===== src/rtl/cpu_sequencer.sv =====
// Multi-cycle instruction sequencer (FETCH/EX/MEM/WB/TRAP) that drives the
// instruction and data buses around an external decoder, ALU and register file.
module cpu_sequencer #(
    parameter logic [31:0] RESET_PC     = 32'h0000_0000,
    parameter int          SHORTCIRCUIT = 1,
    parameter int unsigned TIMEOUT      = 0,
    parameter int unsigned RETIRE_W     = 32
) (
    input  logic                clk,
    input  logic                rst,
    output logic                imem_req,
    output logic [31:0]         imem_addr,
    input  logic                imem_valid,
    input  logic [31:0]         imem_rdata,
    output logic                dmem_req,
    output logic                dmem_we,
    output logic [31:0]         dmem_addr,
    output logic [31:0]         dmem_wdata,
    output logic [1:0]          dmem_oplen,
    output logic                dmem_unsigned,
    input  logic                dmem_valid,
    input  logic [31:0]         dmem_rdata,
    output logic [31:0]         instr,
    input  logic [6:0]          dec_op,
    input  logic [2:0]          dec_func3,
    input  logic [31:0]         dec_imm,
    input  logic [1:0]          dec_oplen,
    input  logic [31:0]         alu_result,
    input  logic [31:0]         rf_rs2,
    output logic                rf_we,
    output logic [31:0]         rf_wdata,
    output logic [31:0]         pc,
    output logic                halted,
    output logic [2:0]          trap_cause,
    output logic [RETIRE_W-1:0] retired
);
    localparam logic [2:0] S_FETCH = 3'd0;
    localparam logic [2:0] S_EX    = 3'd1;
    localparam logic [2:0] S_MEM   = 3'd2;
    localparam logic [2:0] S_WB    = 3'd3;
    localparam logic [2:0] S_TRAP  = 3'd4;

    localparam logic [6:0] OP_LOAD   = 7'b0000011;
    localparam logic [6:0] OP_STORE  = 7'b0100011;
    localparam logic [6:0] OP_IMM    = 7'b0010011;
    localparam logic [6:0] OP_REG    = 7'b0110011;
    localparam logic [6:0] OP_LUI    = 7'b0110111;
    localparam logic [6:0] OP_AUIPC  = 7'b0010111;
    localparam logic [6:0] OP_JAL    = 7'b1101111;
    localparam logic [6:0] OP_JALR   = 7'b1100111;
    localparam logic [6:0] OP_BRANCH = 7'b1100011;
    localparam logic [6:0] OP_MISC   = 7'b0001111;
    localparam logic [6:0] OP_SYSTEM = 7'b1110011;

    localparam logic [31:0]         NOP_INSTR  = 32'h0000_0013;
    localparam logic [31:0]         WAIT_LAST  = (TIMEOUT == 0) ? 32'd0 : 32'(TIMEOUT - 1);
    localparam logic [RETIRE_W-1:0] RETIRE_ONE = RETIRE_W'(1);

    logic [2:0]  state;
    logic [31:0] wait_cnt;
    logic [31:0] next_pc_q;
    logic        op_legal;
    logic        is_load, is_store, is_mem, wb_en, timeout_hit;
    logic [31:0] ex_next_pc, ex_wdata;
    logic [2:0]  ex_cause;
    logic        unused_func3_bit;

    assign unused_func3_bit = dec_func3[1];

    assign is_load     = (dec_op == OP_LOAD);
    assign is_store    = (dec_op == OP_STORE);
    assign is_mem      = is_load || is_store;
    assign wb_en       = !(is_store || dec_op == OP_BRANCH || dec_op == OP_MISC);
    assign timeout_hit = (TIMEOUT != 0) && (wait_cnt == WAIT_LAST);

    always_comb begin
        // NOTE: every always_comb output is given a default first so no latch is inferred.
        op_legal = 1'b0;
        case (dec_op)
            OP_LOAD, OP_STORE, OP_IMM, OP_REG, OP_LUI,
            OP_AUIPC, OP_JAL, OP_JALR, OP_BRANCH, OP_MISC: op_legal = 1'b1;
            default:                                       op_legal = 1'b0;
        endcase
    end

    always_comb begin
        ex_next_pc = pc + 32'd4;
        ex_wdata   = alu_result;
        case (dec_op)
            OP_JAL: begin
                ex_next_pc = pc + dec_imm;
                ex_wdata   = pc + 32'd4;
            end
            OP_JALR: begin
                ex_next_pc = {alu_result[31:1], 1'b0};
                ex_wdata   = pc + 32'd4;
            end
            OP_BRANCH: if (alu_result[0] != dec_func3[0]) ex_next_pc = pc + dec_imm;
            OP_LOAD:   ex_wdata = 32'd0;
            default:   ;
        endcase

        ex_cause = 3'd0;
        if (dec_op == OP_SYSTEM)          ex_cause = 3'd2;
        else if (!op_legal)               ex_cause = 3'd1;
        else if (ex_next_pc[1:0] != 2'b0) ex_cause = 3'd4;
    end

    // NOTE: state updates use non-blocking assignments so every branch sees pre-edge values.
    always_ff @(posedge clk) begin
        if (rst) begin
            state      <= S_FETCH;
            pc         <= RESET_PC;
            next_pc_q  <= RESET_PC;
            instr      <= NOP_INSTR;
            rf_wdata   <= 32'd0;
            trap_cause <= 3'd0;
            retired    <= '0;
            wait_cnt   <= 32'd0;
        end else begin
            case (state)
                S_FETCH: begin
                    if (imem_valid) begin
                        instr    <= imem_rdata;
                        state    <= S_EX;
                        wait_cnt <= 32'd0;
                    end else if (timeout_hit) begin
                        state      <= S_TRAP;
                        trap_cause <= 3'd3;
                    end else begin
                        wait_cnt <= wait_cnt + 32'd1;
                    end
                end
                S_EX: begin
                    next_pc_q <= ex_next_pc;
                    rf_wdata  <= ex_wdata;
                    wait_cnt  <= 32'd0;
                    if (ex_cause != 3'd0) begin
                        state      <= S_TRAP;
                        trap_cause <= ex_cause;
                    end else if (is_mem || SHORTCIRCUIT == 0) begin
                        state <= S_MEM;
                    end else begin
                        state <= S_WB;
                    end
                end
                S_MEM: begin
                    if (!is_mem) begin
                        state <= S_WB;
                    end else if (dmem_valid) begin
                        if (is_load) rf_wdata <= dmem_rdata;
                        state <= S_WB;
                    end else if (timeout_hit) begin
                        state      <= S_TRAP;
                        trap_cause <= 3'd3;
                    end else begin
                        wait_cnt <= wait_cnt + 32'd1;
                    end
                end
                S_WB: begin
                    pc       <= next_pc_q;
                    retired  <= retired + RETIRE_ONE;
                    wait_cnt <= 32'd0;
                    state    <= S_FETCH;
                end
                S_TRAP:  ;
                default: state <= S_FETCH;
            endcase
        end
    end

    // Strobes are qualified with rst so an outstanding request drops as soon as reset is seen.
    assign imem_req      = !rst && (state == S_FETCH);
    assign imem_addr     = pc;
    assign dmem_req      = !rst && (state == S_MEM) && is_mem;
    assign dmem_we       = dmem_req && is_store;
    assign dmem_addr     = alu_result;
    assign dmem_wdata    = rf_rs2;
    assign dmem_oplen    = dec_oplen;
    assign dmem_unsigned = dec_func3[2];
    assign rf_we         = !rst && (state == S_WB) && wb_en;
    assign halted        = !rst && (state == S_TRAP);
endmodule


===== config.mk =====
export PLATFORM = sky130hd
export DESIGN_NAME = cpu_sequencer
export DESIGN_NICKNAME = d
export VERILOG_FILES = /design/src/rtl/cpu_sequencer.sv
export SDC_FILE = /design/constraint.sdc
export NUM_CORES = 1
export LEC_CHECK = 0
export ABC_AREA = 1
export CORE_MARGIN = 5
export CORE_UTILIZATION = 46
export DETAILED_ROUTE_END_ITERATION = 16
export PLACE_DENSITY = 0.83
export SLEW_MARGIN = 15
export SYNTH_ARGS = -nofsm -noshare
export SYNTH_HDL_FRONTEND = slang
export SYNTH_SLANG_ARGS = --single-unit

===== constraint.sdc =====
create_clock -name clk -period 2.8 [get_ports clk]
set_clock_uncertainty 0.05 [all_clocks]
set_input_delay 0.56 -clock clk [delete_from_list [all_inputs] [get_ports clk]]
set_output_delay 0.56 -clock clk [all_outputs]
set_load 0.01 [all_outputs]

==> summary.txt, run 1 <==
Yosys
  • Post-Syn Area: 11100 sq um
  • Mux contribution to synthesized area: 0%
  • Syn_nets: 1950
  • Largest cells by area after synthesis: dfxtp_1 30%, nand2_1 14%, a21oi_1 7.3%
  • Post-synth EDFFs: 0
  • Synth Area in Adders: 3.900%
  • Most instantiated cells after synthesis: 426 x nand2_1, 183 x nor2_1, 172 x inv_1
  • Cell taking the most area after synthesis: dfxtp_1
  • Yosys reg bits: 166
  • Synth async-reset ratio: 0%
  • Warnings, synthesis: 0
  • Post-synth top area share: 29.94%
  • Most numerous cell in the Yosys netlist: nand2_1
  • Syn Area/Cell: 6.380 sq um
  • Largest family of logic cells by synthesized area: simple AND/OR/NAND/NOR gates
  • Compound-Gate Fraction of Synth Area: 16.12%
  • Top_reg_cell synth: dfxtp_1
  • Simple-Gate Fraction of Synth Area: 32.81%
  • Synth cell types: 47
  • Synth Instances: 1740
  • Post-Synth XOR/XNOR Area: 2.288%
  • Post-synthesis sequential area ratio: 29.94%

Worst setup path
  • Nature of the critical path endpoint: primary output
  • CP Class: input pin to primary output
  • Crit Path Max Fanout: 3
  • Startpoint types: input pin
  • Worst path slowest cell: clkdlybuf4s50_1
  • CP arrival: 2070 ps
  • Critical Path RT: 2190 ps
  • Bufs and invs on worst path: 3
  • Crit-path leading delay family: buffers and inverters
  • Critical Path Max Stage Delay: 460 ps
  • Crit path cell chain: clkdlybuf4s50_1 > nand2_1 > inv_1 > nand3_1 > nor2_2 > nand2_1 > nor4_2 > clkdlybuf4s15_1
  • Critical Path Most Common Cell: nand2_1

Route
  • Via/cell ratio: 5.398
  • Antenna-violating nets left: 0
  • DR WL/cell: 18.31 microns
  • Via count: 12858
  • # DRC: 0
  • WL final: 43.62 mm
  • Initial DRT Pass Iterations: 5
  • Iteration-0 DRC Markers: 1318

CTS
  • Post-cts hold buffer count: 0
  • Sinks on Clock Net: 166
  • Later-pin clock latency in the skew report: 440 ps
  • Clock root buffer: clkbuf_16
  • Reg clk slew, reported paths: 80 ps
  • TritonCTS clock tree: built
  • Max Buffers Root-to-Sink: 2
  • H-tree Lvls: 4
  • CTS buffer count: 17

Final layout
  • Reg area: 3323 sq um
  • Area grow syn2layout: 38.96%
  • Post-route insts no fill: 2382
  • Layout cell share with drive strength beyond 1: 9.985%
  • Layout Nets: 2260
  • Area occupied by multi-input gates: 6161 sq um
  • Final Util: 65.33%
  • ANT cells: 0
  • Design area: 15430 sq um
  • Number of fill cells: 2105

Global route
  • First-pass GRT wire length: 65.84 mm
  • Number of global-route vias before repair: 12335
  • Largest net degree at the start of global routing: 87
  • Global route overflow: 0
  • GR Util All Layers: 30.74%
  • Antenna violations before repair: 0

Floorplan
  • Die X: 165.3 microns
  • Die Y: 165.3 microns
  • # rows: 56
  • Core Box Area: 23610 sq um
  • Initial Utilization: 47.01%
  • I/O Pins: 411
  • Die footprint: 27340 sq um

Power
  • PD cells: 429.9 nW/um^2
  • VDD IR-drop max: 344.2 uV
  • Leakage: 0.006689 uW

Placed design
  • Dpl ws: -375.6 ps
  • Area of placed instances: 14790 sq um
  • Final GP Congestion: 0.9676
  • Port Buf Inserts: 339
  • Placed cells: 2349
  • Post-DP HPWL: 33.95 mm

STA
  • Slew at the pin closest to its max-slew limit: 854.3 ps
  • # setup viols final: 0
  • Max Slew Vio Count: 0
  • Crit path time final: 2676 ps
  • Max Fclk: 0.3737 GHz
  • Final worst path period share: 95.57%
  • Max transition margin: 43.05%
  • Fin. Hold Viols: 0
  • Final setup margin: 124.2 ps
  • Sum Neg Setup Slack: 0 ps

Status
  • Status: complete, no violations

Run
  • Max-cap violations: 0

Worst hold path
  • Hold Path Class: flop to flop
## where the power goes
group | switching [uW] | internal (uW)
combinational | 813 | 751
clock | 1180 | 1210
sequential | 116 | 2560
total | 2110 | 4520
## path summary, 6_finish.rpt
path	startpoint	endpoint	slack, ps	depth (start not counted)
max	dec_op[1]	dmem_we	120	8
max reg2reg	imem_addr[0]	next_pc_q[30]	360	16
min	next_pc_q[1]	imem_addr[1]	400	2
min reg2reg	next_pc_q[1]	imem_addr[1]	400	2
## stage by stage
stage                     total power, uW  hold WS [ps]
after floorplan                      3524         374.5
after global placement               4236         387.9
after detailed placement             4268         397.7
after CTS                            6627         392.5
after global routing                 6907         423.4
final                                6631         402.0
## layout by cell type, fill, tap and decap left out, types with 4 or more instances in the layout
cell type and count:
nand4_1 20, ha_1 32, a21oi_1 163, xor2_1 19, o211ai_1 15, nand2_1 423
o21ai_0 111, clkinv_8 6, nor4_1 5, a21o_1 5, nor2_2 11, clkbuf_16 17
nand3b_1 13, nor2_1 181, clkdlybuf4s50_1 335, o21ai_1 4, nand2_2 10, inv_2 8
o21a_1 5, xnor2_1 10, o21bai_1 5, o22ai_1 6, dfxtp_1 166, nor2_4 5
nor3_1 26, buf_4 109, inv_1 171, or2_2 12, inv_8 4, nand3_1 120
## area by class of cell
cell class / count / share of cell area (%)
Clock buffer: 17 / 2.758
Clock inverter: 15 / 1.200
Inverter: 179 / 4.356
Multi-Input combinational cell: 1235 / 39.94
Sequential cell: 166 / 21.54
Tap cell: 319 / 2.587
Timing Repair Buffer: 451 / 27.62
## metal layers
| metal | vias to the layer above | share of wire, % | GRT usage, % |
|---|---|---|---|
| met3 | 128 | 8.3 | 5.485 |
| met1 | 5870 | 41 | 39.55 |
| li1 | 6210 | - | - |
| met2 | 650 | 47 | 50.93 |
| met4 | 0 | 4.2 | 12.67 |
| met5 | - | 0 | 0 |
## sequential cells by signal, indices dropped and copies added, names as in the netlist
register / flops
imem_addr: 32
rf_wdata: 32
retired: 32
state: 3
next_pc_q: 32
instr: 32
trap_cause: 3
## worst min-delay path, delay by kind of cell (launching register included)
kind            cells  cell delay, ps
buf+inv             1              50
compound gates      1              50
flops               1             310
## cells by family after synthesis
| group | count (synthesis) |
|---|---|
| adders and majority gates | 34 |
| and+or+nand+nor | 841 |
| buffers and inverters | 339 |
| xor gates and xnor gates | 29 |
| AOI/OAI and AO/OA | 331 |
| DFF | 166 |
## timing repair
item / CTS / global route
resized for setup: 3 / 12
pin swaps: 0 / 1
buffers inserted: 0 / 1
endpoints found under the setup margin: 3 / 13
Note: power is estimated with default switching activity, not from simulation.
==> run 2, diff against run 1 <==
==> constraint.sdc (replaced) <==
create_clock -name clk -period 2.8 [get_ports clk]
set_clock_uncertainty 0.05 [all_clocks]
set_input_delay 0.28 -clock clk [delete_from_list [all_inputs] [get_ports clk]]
set_output_delay 0.28 -clock clk [all_outputs]
set_load 0.01 [all_outputs]
==> run 2 against run 1 <==
Compared with the run above: sequential cell count is the same; critical endpoint unchanged; die area is the same; worst hold slack lost 270 ps; clock power shrank 2%; non-clock buffer count shrank 66; via count shrank 1.7%; setup slack gained 94 ps.
==> summary.txt, run 2 (synthesis gave the netlist of run 1 again) <==
Final layout
  • Layout cell share with drive strength beyond 1: 6.660%
  • Layout Nets: 2194
  • Area grow syn2layout: 33.80%
  • Commonest cells after routing, fill and taps aside: 426 x nand2_1, 337 x clkdlybuf4s50_1, 181 x nor2_1
  • Commonest non-fill, non-tap cell in the layout: nand2_1
  • Number of fill cells: 2197
  • ANT cells: 0

Floorplan
  • Die X: 165.3 microns
  • Die Y: 165.3 microns
  • I/O Pins: 411
  • # rows: 56
  • Core Box Area: 23610 sq um
  • Initial Utilization: 47.01%
  • Die footprint: 27340 sq um

Worst setup path
  • Critical Path Most Common Cell: clkdlybuf4s50_1
  • Crit Path Max Fanout: 4
  • Crit path cell chain: clkdlybuf4s50_1 > inv_1 > nand3_1 > nor2_2 > nand2_1 > nor4_2 > clkdlybuf4s50_1
  • CP arrival: 2250 ps
  • Worst path slowest cell: clkdlybuf4s50_1
  • CP Class: input pin to primary output
  • Crit-path leading delay family: buffers and inverters
  • Bufs and invs on worst path: 3
  • Nature of the critical path endpoint: primary output
  • Critical Path RT: 2470 ps
  • Critical Path Max Stage Delay: 590 ps
  • Startpoint types: input pin

Route
  • WL met3: 3.987 mm
  • Routed wl met2: 20.46 mm
  • DR WL/cell: 18.57 microns
  • Via count: 12643
  • Via/cell ratio: 5.459
  • WL final: 43.00 mm
  • Antenna-violating nets left: 0
  • # DRC: 0
  • Initial DRT Pass Iterations: 6
  • Met1 WL: 17.08 mm
  • DR top layer: met4
  • Iteration-0 DRC Markers: 1495

Power
  • Internal power: 4467 uW
  • Power, Total: 6521 uW
  • Combinational Power Share: 23.1%
  • VDD IR-drop max: 324.1 uV
  • Leakage: 0.006366 uW
  • Clk network pwr share: 35.8%
  • PD cells: 439.0 nW/um^2
  • Switching Power: 2054 uW
  • Share of power burned in registers: 41.1%
  • Sw Share: 31.49%

STA
  • Max Fclk: 0.3874 GHz
  • Max Slew Vio Count: 0
  • Final setup margin: 218.4 ps
  • Slew at the pin closest to its max-slew limit: 906.2 ps
  • Final worst path period share: 92.20%
  • Sum Neg Setup Slack: 0 ps
  • Final hold slack: 132.9 ps
  • Fin. Hold Viols: 0
  • RSZ-0062 raised after global routing: no
  • Crit path time final: 2582 ps
  • Max transition margin: 39.59%
  • # setup viols final: 0

Global route
  • First-pass GRT wire length: 64.69 mm
  • Largest net degree at the start of global routing: 87
  • Number of global-route vias before repair: 11821
  • GR Util All Layers: 30.27%
  • Global route overflow: 0
  • Antenna violations before repair: 0

CTS
  • Setup Buffers After CTS: 0
  • TritonCTS clock tree: built
  • Clock root buffer: clkbuf_16
  • Reg clk slew, reported paths: 70 ps
  • Sinks on Clock Net: 166
  • Max Buffers Root-to-Sink: 2
  • CTS buffer count: 17
  • H-tree Lvls: 4
  • Later-pin clock latency in the skew report: 430 ps

Placed design
  • Final GP Congestion: 1.016
  • Dpl ws: -94.18 ps
  • Port Buf Inserts: 339
  • Post-DP HPWL: 32.94 mm

Worst hold path
  • Hold Path Class: input pin to flop

Status
  • Status: complete, no violations

Run
  • Max-cap violations: 0
run 2: cell types whose count changed in the layout (fill, tap and decap cells not counted), sizes merged:
cell | before | now
buf | 113 | 47
clkbuf | 18 | 17
clkdlybuf4s15 | 1 | 0
clkdlybuf4s50 | 335 | 337
clkinv | 9 | 5
dlygate4sd2 | 1 | 0
dlymetal6s2s | 0 | 1
inv | 184 | 188
run 2: path summary, 6_finish.rpt:
| kind | to | slack [ps] | depth (start not counted) | startpoint |
|---|---|---|---|---|
| setup reg to reg | next_pc_q[13] | 300 | 14 | imem_addr[4] |
| setup / recovery | dmem_we | 220 | 7 | dec_op[3] |
| hold / removal | rf_wdata[6] | 130 | 2 | rst |
| hold reg to reg | imem_addr[31] | 410 | 2 | next_pc_q[31] |
run 2: stage by stage:
stage	cells	area, sq um	util, %
floorplan	1740	11100	-
global placement	2284	14260	60.39
detailed placement	2284	14260	60.39
CTS	2316	14840	62.86
global route	2316	14850	62.90
finish	2316	14850	62.90
run 2: final cells by class:
cell class                 instances  area (sq um)  area share (%)
clock buffer                      17         425.4           2.864
inverter                         179         671.9           4.524
multi-input combinational       1235          6141           41.34
timing repair buffer             385          3736           25.15
clock inverter                    15         156.4           1.053
tap                              319         399.1           2.687
sequential                       166          3323           22.37
run 2: power by group through the flow:
| stage | sequential (uW) | clock (uW) | combinational, uW |
|---|---|---|---|
| final | 2680 | 2340 | 1510 |
| after CTS | 2670 | 2360 | 1500 |
| after floorplan | 2760 | 0 | 764 |
| after detailed placement | 2720 | 0 | 1490 |
| after global placement | 2710 | 0 | 1470 |
| after global routing | 2700 | 2450 | 1650 |
run 2: per-layer routing:
metal,vias up,global-route usage [%]
met5,-,0
met4,0,11.25
met3,114,4.666
met2,686,50.89
met1,5759,39.30
li1,6084,-
run 2: what timing repair did:
| item | CTS | global route |
|---|---|---|
| endpoints found under the setup margin | 0 | 2 |
| resized for setup | 0 | 3 |
| endpoints found under the hold margin | 0 | 0 |
| hold buffers | 0 | 0 |
run 2: worst reg2reg max path, stage by stage (launching register included):
cell,delay (ps)
dfxtp_1,510
ha_1,340
nand2_1,90
nand2_1,60
inv_1,70
nand2_1,50
nand2_1,50
nand3_1,150
nand2_1,100
nand3_1,170
or2_2,320
nand3_1,130
nand2_1,70
o21ai_0,170
inv_1,50
==> patch 1: new RTL, flow settings as in run 2 <==
Reset style: asynchronous (`rst`), changed in one clocked block.
--- a/src/rtl/cpu_sequencer.sv
+++ b/src/rtl/cpu_sequencer.sv
@@ -107,7 +107,7 @@
     end
 
     // NOTE: state updates use non-blocking assignments so every branch sees pre-edge values.
-    always_ff @(posedge clk) begin
+    always_ff @(posedge clk or posedge rst) begin
         if (rst) begin
             state      <= S_FETCH;
             pc         <= RESET_PC;
Check against the original RTL: differs if rst is asserted again (counterexample within 4 cycles, from zero or initial values and one cycle with rst high); with rst held inactive, the same outputs for 4 cycles.
==> patch 1 against run 2 <==
  * Area after synthesis is 7.4% higher
  * Cell area rose by 5.5%
  * Synthesized cell count fell by 2.2%
  * Cell count is 0.69% lower
  * Worst setup slack better by 0.0025 ns
  * Count of clock-buffer cells in the layout stayed put
  * Sequential cell count unchanged
  * Routed wire length is 2.4% lower
  * Critical path type is now reg2out
  * Highest routed layer unchanged
Power is not compared: it rests on default switching activity, and its combinational part moved more than twofold at a synthesized area within 25%.
==> patch 1: results (changes against run 2) <==
\begin{tabular}{lr}
\hline
Metric & Value \\
\hline
\multicolumn{2}{l}{\textbf{GRT}} \\
\quad Fraction of met3 tracks used by global routing & 4.806\% (+0.14 points) \\
\quad Global routing met2 resource utilization & 46.21\% (-4.7 points) \\
\quad Global-route wire length before repair & 63.43 mm (-2.0\%) \\
\quad Overall Global Routing Usage & 27.77\% (-2.5 points) \\
\quad Global routing usage on met1 & 35.87\% (-3.4 points) \\
\quad Largest net degree at the start of global routing & 76 (-13\%) \\
\multicolumn{2}{l}{\textbf{Yosys}} \\
\quad Top post-synthesis cells by area & sky130\_fd\_sc\_hd\_\_dfrtp\_1 34\%, sky130\_fd\_sc\_hd\_\_nand2\_1 17\%, sky130\_fd\_sc\_hd\_\_inv\_1 7.4\%, sky130\_fd\_sc\_hd\_\_buf\_4 6.4\%, sky130\_fd\_sc\_hd\_\_nand3\_1 5.6\% \\
\quad Synthesized netlist cell count & 1701 (-2.2\%) \\
\quad Seq/Total Area, Yosys & 34.88\% (+4.9 points) \\
\quad FFs w/ async S/R, synth & 100.0\% (+100 points) \\
\multicolumn{2}{l}{\textbf{Worst setup path}} \\
\quad Cell depth of the worst flop-to-flop path & 12 (-2) \\
\quad Crit path max fanout & 6 (+2) \\
\quad RR Endpoint & rf\_wdata[30] \\
\quad R2r startpoint & imem\_addr[3] \\
\multicolumn{2}{l}{\textbf{Detailed routing}} \\
\quad Pre-Repair DR Iteration Count & 8 (+2) \\
\quad Wire length on met2 & 19.99 mm (-2.3\%) \\
\quad Detail Route met3 WL & 3.598 mm (-9.8\%) \\
\quad Routed via count & 12030 (-4.8\%) \\
\quad Met1 Wirelength & 16.74 mm (-2.0\%) \\
\quad WL/cell & 18.25 µm (-1.7\%) \\
\multicolumn{2}{l}{\textbf{Die}} \\
\quad Count of standard-cell rows & 59 (+5.4\%) \\
\multicolumn{2}{l}{\textbf{Final layout}} \\
\quad Share of post-route cells with drive strength above 1 & 7.281\% (+0.62 points) \\
\quad Net count of the finished layout & 2161 (-1.5\%) \\
\multicolumn{2}{l}{\textbf{Place}} \\
\quad \# placed instances & 2267 (-0.74\%) \\
\quad Placed cell areas & 15060 µm² (+5.6\%) \\
\quad DPL Wire Length & 32.76 mm (-0.56\%) \\
\quad Global placement routability congestion & 0.9642 (-5.1\%) \\
\multicolumn{2}{l}{\textbf{Timing}} \\
\quad Actual transition at the worst max-transition pin & 0.9966 ns (+0.09041 ns) \\
\multicolumn{2}{l}{\textbf{Worst hold path}} \\
\quad Worst hold path class & in2async \\
\multicolumn{2}{l}{\textbf{Outcome}} \\
\quad Outcome & complete, no violations \\
\hline
\end{tabular}
-- patch 1: critical path, stage by stage (launching register included) --
cell,delay [ns]
sky130_fd_sc_hd__dfrtp_1,0.49
sky130_fd_sc_hd__nor2_4,0.22
sky130_fd_sc_hd__nand2_2,0.11
sky130_fd_sc_hd__nor2_1,0.21
sky130_fd_sc_hd__inv_1,0.08
sky130_fd_sc_hd__nor2_1,0.12
sky130_fd_sc_hd__clkdlybuf4s50_1,0.58
-- patch 1: per-stage QoR --
stage          power (mW)  setup TNS, ns  hold slack (ns)
3_5_place_dp        11.48              0           0.4046
4_1_cts             13.99              0           0.3739
3_3_place_gp        11.26              0           0.3950
6_report            13.95              0           0.3902
2_1_floorplan       8.325         -1.363           0.3773
5_1_grt             14.94              0           0.3873
-- patch 1: kinds of logic (layout without fill, tap and decap cells) --
logic type	Yosys count	count (layout)	synth area share, %
simple gates	870	870	31.56
buf+inv	383	646	15.41
flops	166	166	34.88
compound gates	165	165	7.756
xor+xnor	51	51	3.747
fa+ha+maj	34	34	3.631
mux	32	32	3.023
other cells	0	1	0
-- patch 1: cell type report --
class,count,area [µm²]
Fill cell,2341,10090
Multi-Input combinational cell,1152,5948
Sequential cell,166,4158
Timing Repair Buffer,369,3617
Inverter,245,924.6
Clock buffer,17,425.4
Tap cell,335,419.2
Clock inverter,15,180.2
Antenna cell,1,2.502
-- patch 1: how the worst max path moves through the flow --
stage                 start             to  slack, ns  cells past startpoint
2_1_floorplan           rst        dmem_we      -0.86                      2
3_3_place_gp     dec_imm[0]  next_pc_q[24]       0.15                     16
3_5_place_dp     dec_imm[0]  next_pc_q[24]       0.11                     16
4_1_cts            state[2]       dmem_req       0.21                      6
5_1_grt        imem_addr[0]  next_pc_q[24]       0.09                     15
6_report           state[2]       dmem_req       0.22                      6
==> patch 2: new RTL, config.mk and constraints of run 2 <==
Made on the original files. `RETIRE_W`: 32 -> 28.
--- a/src/rtl/cpu_sequencer.sv
+++ b/src/rtl/cpu_sequencer.sv
@@ -4,7 +4,7 @@
     parameter logic [31:0] RESET_PC     = 32'h0000_0000,
     parameter int          SHORTCIRCUIT = 1,
     parameter int unsigned TIMEOUT      = 0,
-    parameter int unsigned RETIRE_W     = 32
+    parameter int unsigned RETIRE_W     = 28
 ) (
     input  logic                clk,
     input  logic                rst,
Ports: changed (resized retired); port bits go from 411 to 407. No check against the original RTL was run, so the function may have changed too.
==> patch 2 against run 2 <==
  * Largest power group unchanged
  * Critical endpoint is now rf_we
  * Worst setup slack improved by 0.0074 ns
  * Global-route usage rose by 0.43 points
  * Total power rose by 11%
  * Area after synthesis fell by 0.59%
  * Highest routed layer unchanged
  * Routed wire length rose by 0.23%
  * Cell area fell by 0.46%
  * Count of clock-buffer cells in the layout rose by 1
  * Largest cell class unchanged
  * Sequential cell count fell by 4
==> patch 2: results (changes against run 2) <==
\begin{tabular}{lr}
\hline
Metric & Value \\
\hline
\multicolumn{2}{l}{\textbf{Worst setup path}} \\
\quad RR Endpoint & next\_pc\_q[30] \\
\quad R2r startpoint & imem\_addr[0] \\
\quad Cell depth of the worst flop-to-flop path & 17 (+3) \\
\quad Reg2Reg Setup Slack & 0.33 ns (+0.03 ns) \\
\quad Crit path max fanout & 9 (+5) \\
\multicolumn{2}{l}{\textbf{Yosys}} \\
\quad Xor/xnor share of the synthesized area & 2.222\% (-0.066 points) \\
\quad Seq/Total Area, Yosys & 29.39\% (-0.55 points) \\
\quad Average footprint of a synthesized cell & 6.549 µm² (+2.7\%) \\
\quad Count of distinct cell types in the synthesized netlist & 59 (+26\%) \\
\quad Top cells by count, synth & 409 x sky130\_fd\_sc\_hd\_\_nand2\_1, 162 x sky130\_fd\_sc\_hd\_\_a21oi\_1, 162 x sky130\_fd\_sc\_hd\_\_dfxtp\_1 \\
\quad Arithmetic-cell share of the synthesized area counting full adders, half adders and majority gates & 3.923\% (+0.023 points) \\
\quad Synthesized Nets & 1895 (-2.8\%) \\
\quad Fraction of the mapped netlist area in compound gates & 17.78\% (+1.7 points) \\
\multicolumn{2}{l}{\textbf{Detailed routing}} \\
\quad Via-to-Cell Ratio & 5.517 (+1.1\%) \\
\quad First-iteration detailed-routing DRC count & 1470 (-1.7\%) \\
\quad WL final & 43.10 mm (+0.23\%) \\
\multicolumn{2}{l}{\textbf{Final layout}} \\
\quad Share of post-route cells with drive strength above 1 & 6.588\% (-0.072 points) \\
\quad Fin cells & 2262 (-2.3\%) \\
\quad Number of inserted filler cells in the final layout & 2102 (-4.3\%) \\
\multicolumn{2}{l}{\textbf{CTS}} \\
\quad Number of resized instances in the post-cts repair step & 0 (unchanged) \\
\multicolumn{2}{l}{\textbf{Place}} \\
\quad Port Buffers & 335 (-1.2\%) \\
\quad \# placed instances & 2230 (-2.4\%) \\
\quad Global placement routability congestion & 0.9573 (-5.7\%) \\
\multicolumn{2}{l}{\textbf{GRT}} \\
\quad Via count of the first global-routing pass & 12120 (+2.5\%) \\
\quad Global-route wire length before repair & 65.18 mm (+0.75\%) \\
\quad Overall Global Routing Usage & 30.70\% (+0.43 points) \\
\quad Largest net degree at the start of global routing & 113 (+30\%) \\
\multicolumn{2}{l}{\textbf{Pwr}} \\
\quad IR drop worst, VDD & 0.4071 mV (+26\%) \\
\multicolumn{2}{l}{\textbf{Outcome}} \\
\quad Outcome & complete, no violations \\
\multicolumn{2}{l}{\textbf{Worst hold path}} \\
\quad Hold endpoint & retired[15] \\
\multicolumn{2}{l}{\textbf{Timing}} \\
\quad Hold Slack & 0.1198 ns (-0.01309 ns) \\
\hline
\end{tabular}
-- patch 2: layout make-up --
class	count	area, µm²	share of cell area [%]
well taps	319	399.1	2.700
multi-input cells	1195	6141	41.54
repair buffers	387	3764	25.46
inverters	167	634.4	4.291
clock buffers	18	429.2	2.903
clock inverters	14	173.9	1.176
flip-flops and latches	162	3243	21.94
-- patch 2: worst max-delay path, cell delays in order (launching register included) --
cell	delay (ns)
sky130_fd_sc_hd__dfxtp_1	0.41
sky130_fd_sc_hd__nand3_2	0.25
sky130_fd_sc_hd__inv_1	0.14
sky130_fd_sc_hd__nand3_1	0.10
sky130_fd_sc_hd__a311oi_1	0.29
sky130_fd_sc_hd__clkdlybuf4s50_1	0.61
-- patch 2: worst max-delay path by stage --
stage	to	startpoint
final	rf_we	state[0]
after global placement	next_pc_q[30]	dec_imm[0]
after floorplan	next_pc_q[22]	imem_addr[0]
after global routing	dmem_we	dec_op[1]
after CTS	rf_we	state[0]
after detailed placement	next_pc_q[30]	dec_imm[0]
-- patch 2: power by group --
group / internal [mW] / total [mW] / leakage, nW / switching, mW
sequential: 2.61 / 2.77 / 1.32 / 0.160
clock: 1.35 / 2.45 / 0.290 / 1.11
combinational: 0.944 / 2.00 / 4.59 / 1.06
total: 4.90 / 7.22 / 6.20 / 2.32
-- patch 2: routing by layer --
metal / GRT usage, % / part of all wire, % / vias up
met4: 14.59 / 4.4 / 0
met2: 51.79 / 48 / 636
met3: 5.316 / 8.2 / 115
met1: 38.02 / 40 / 5763
met5: 0 / 0 / -
li1: - / - / 5966
-- patch 2: logic make-up (layout without fill, tap and decap cells) --
group                      count (synthesis)  in the layout
buffers and inverters                    328            586
DFF                                      162            162
and+or+nand+nor                          780            780
adders and majority gates                 34             34
AOI/OAI and AO/OA                        353            353
xor gates and xnor gates                  28             28
-- patch 2: per-stage QoR --
stage | worst slack [ns] | area, µm²
floorplan | 0.5817 | 11040
global placement | 0.08381 | 14180
detailed placement | 0.06205 | 14180
CTS | 0.2427 | 14780
global route | 0.1047 | 14780
finish | 0.2258 | 14780
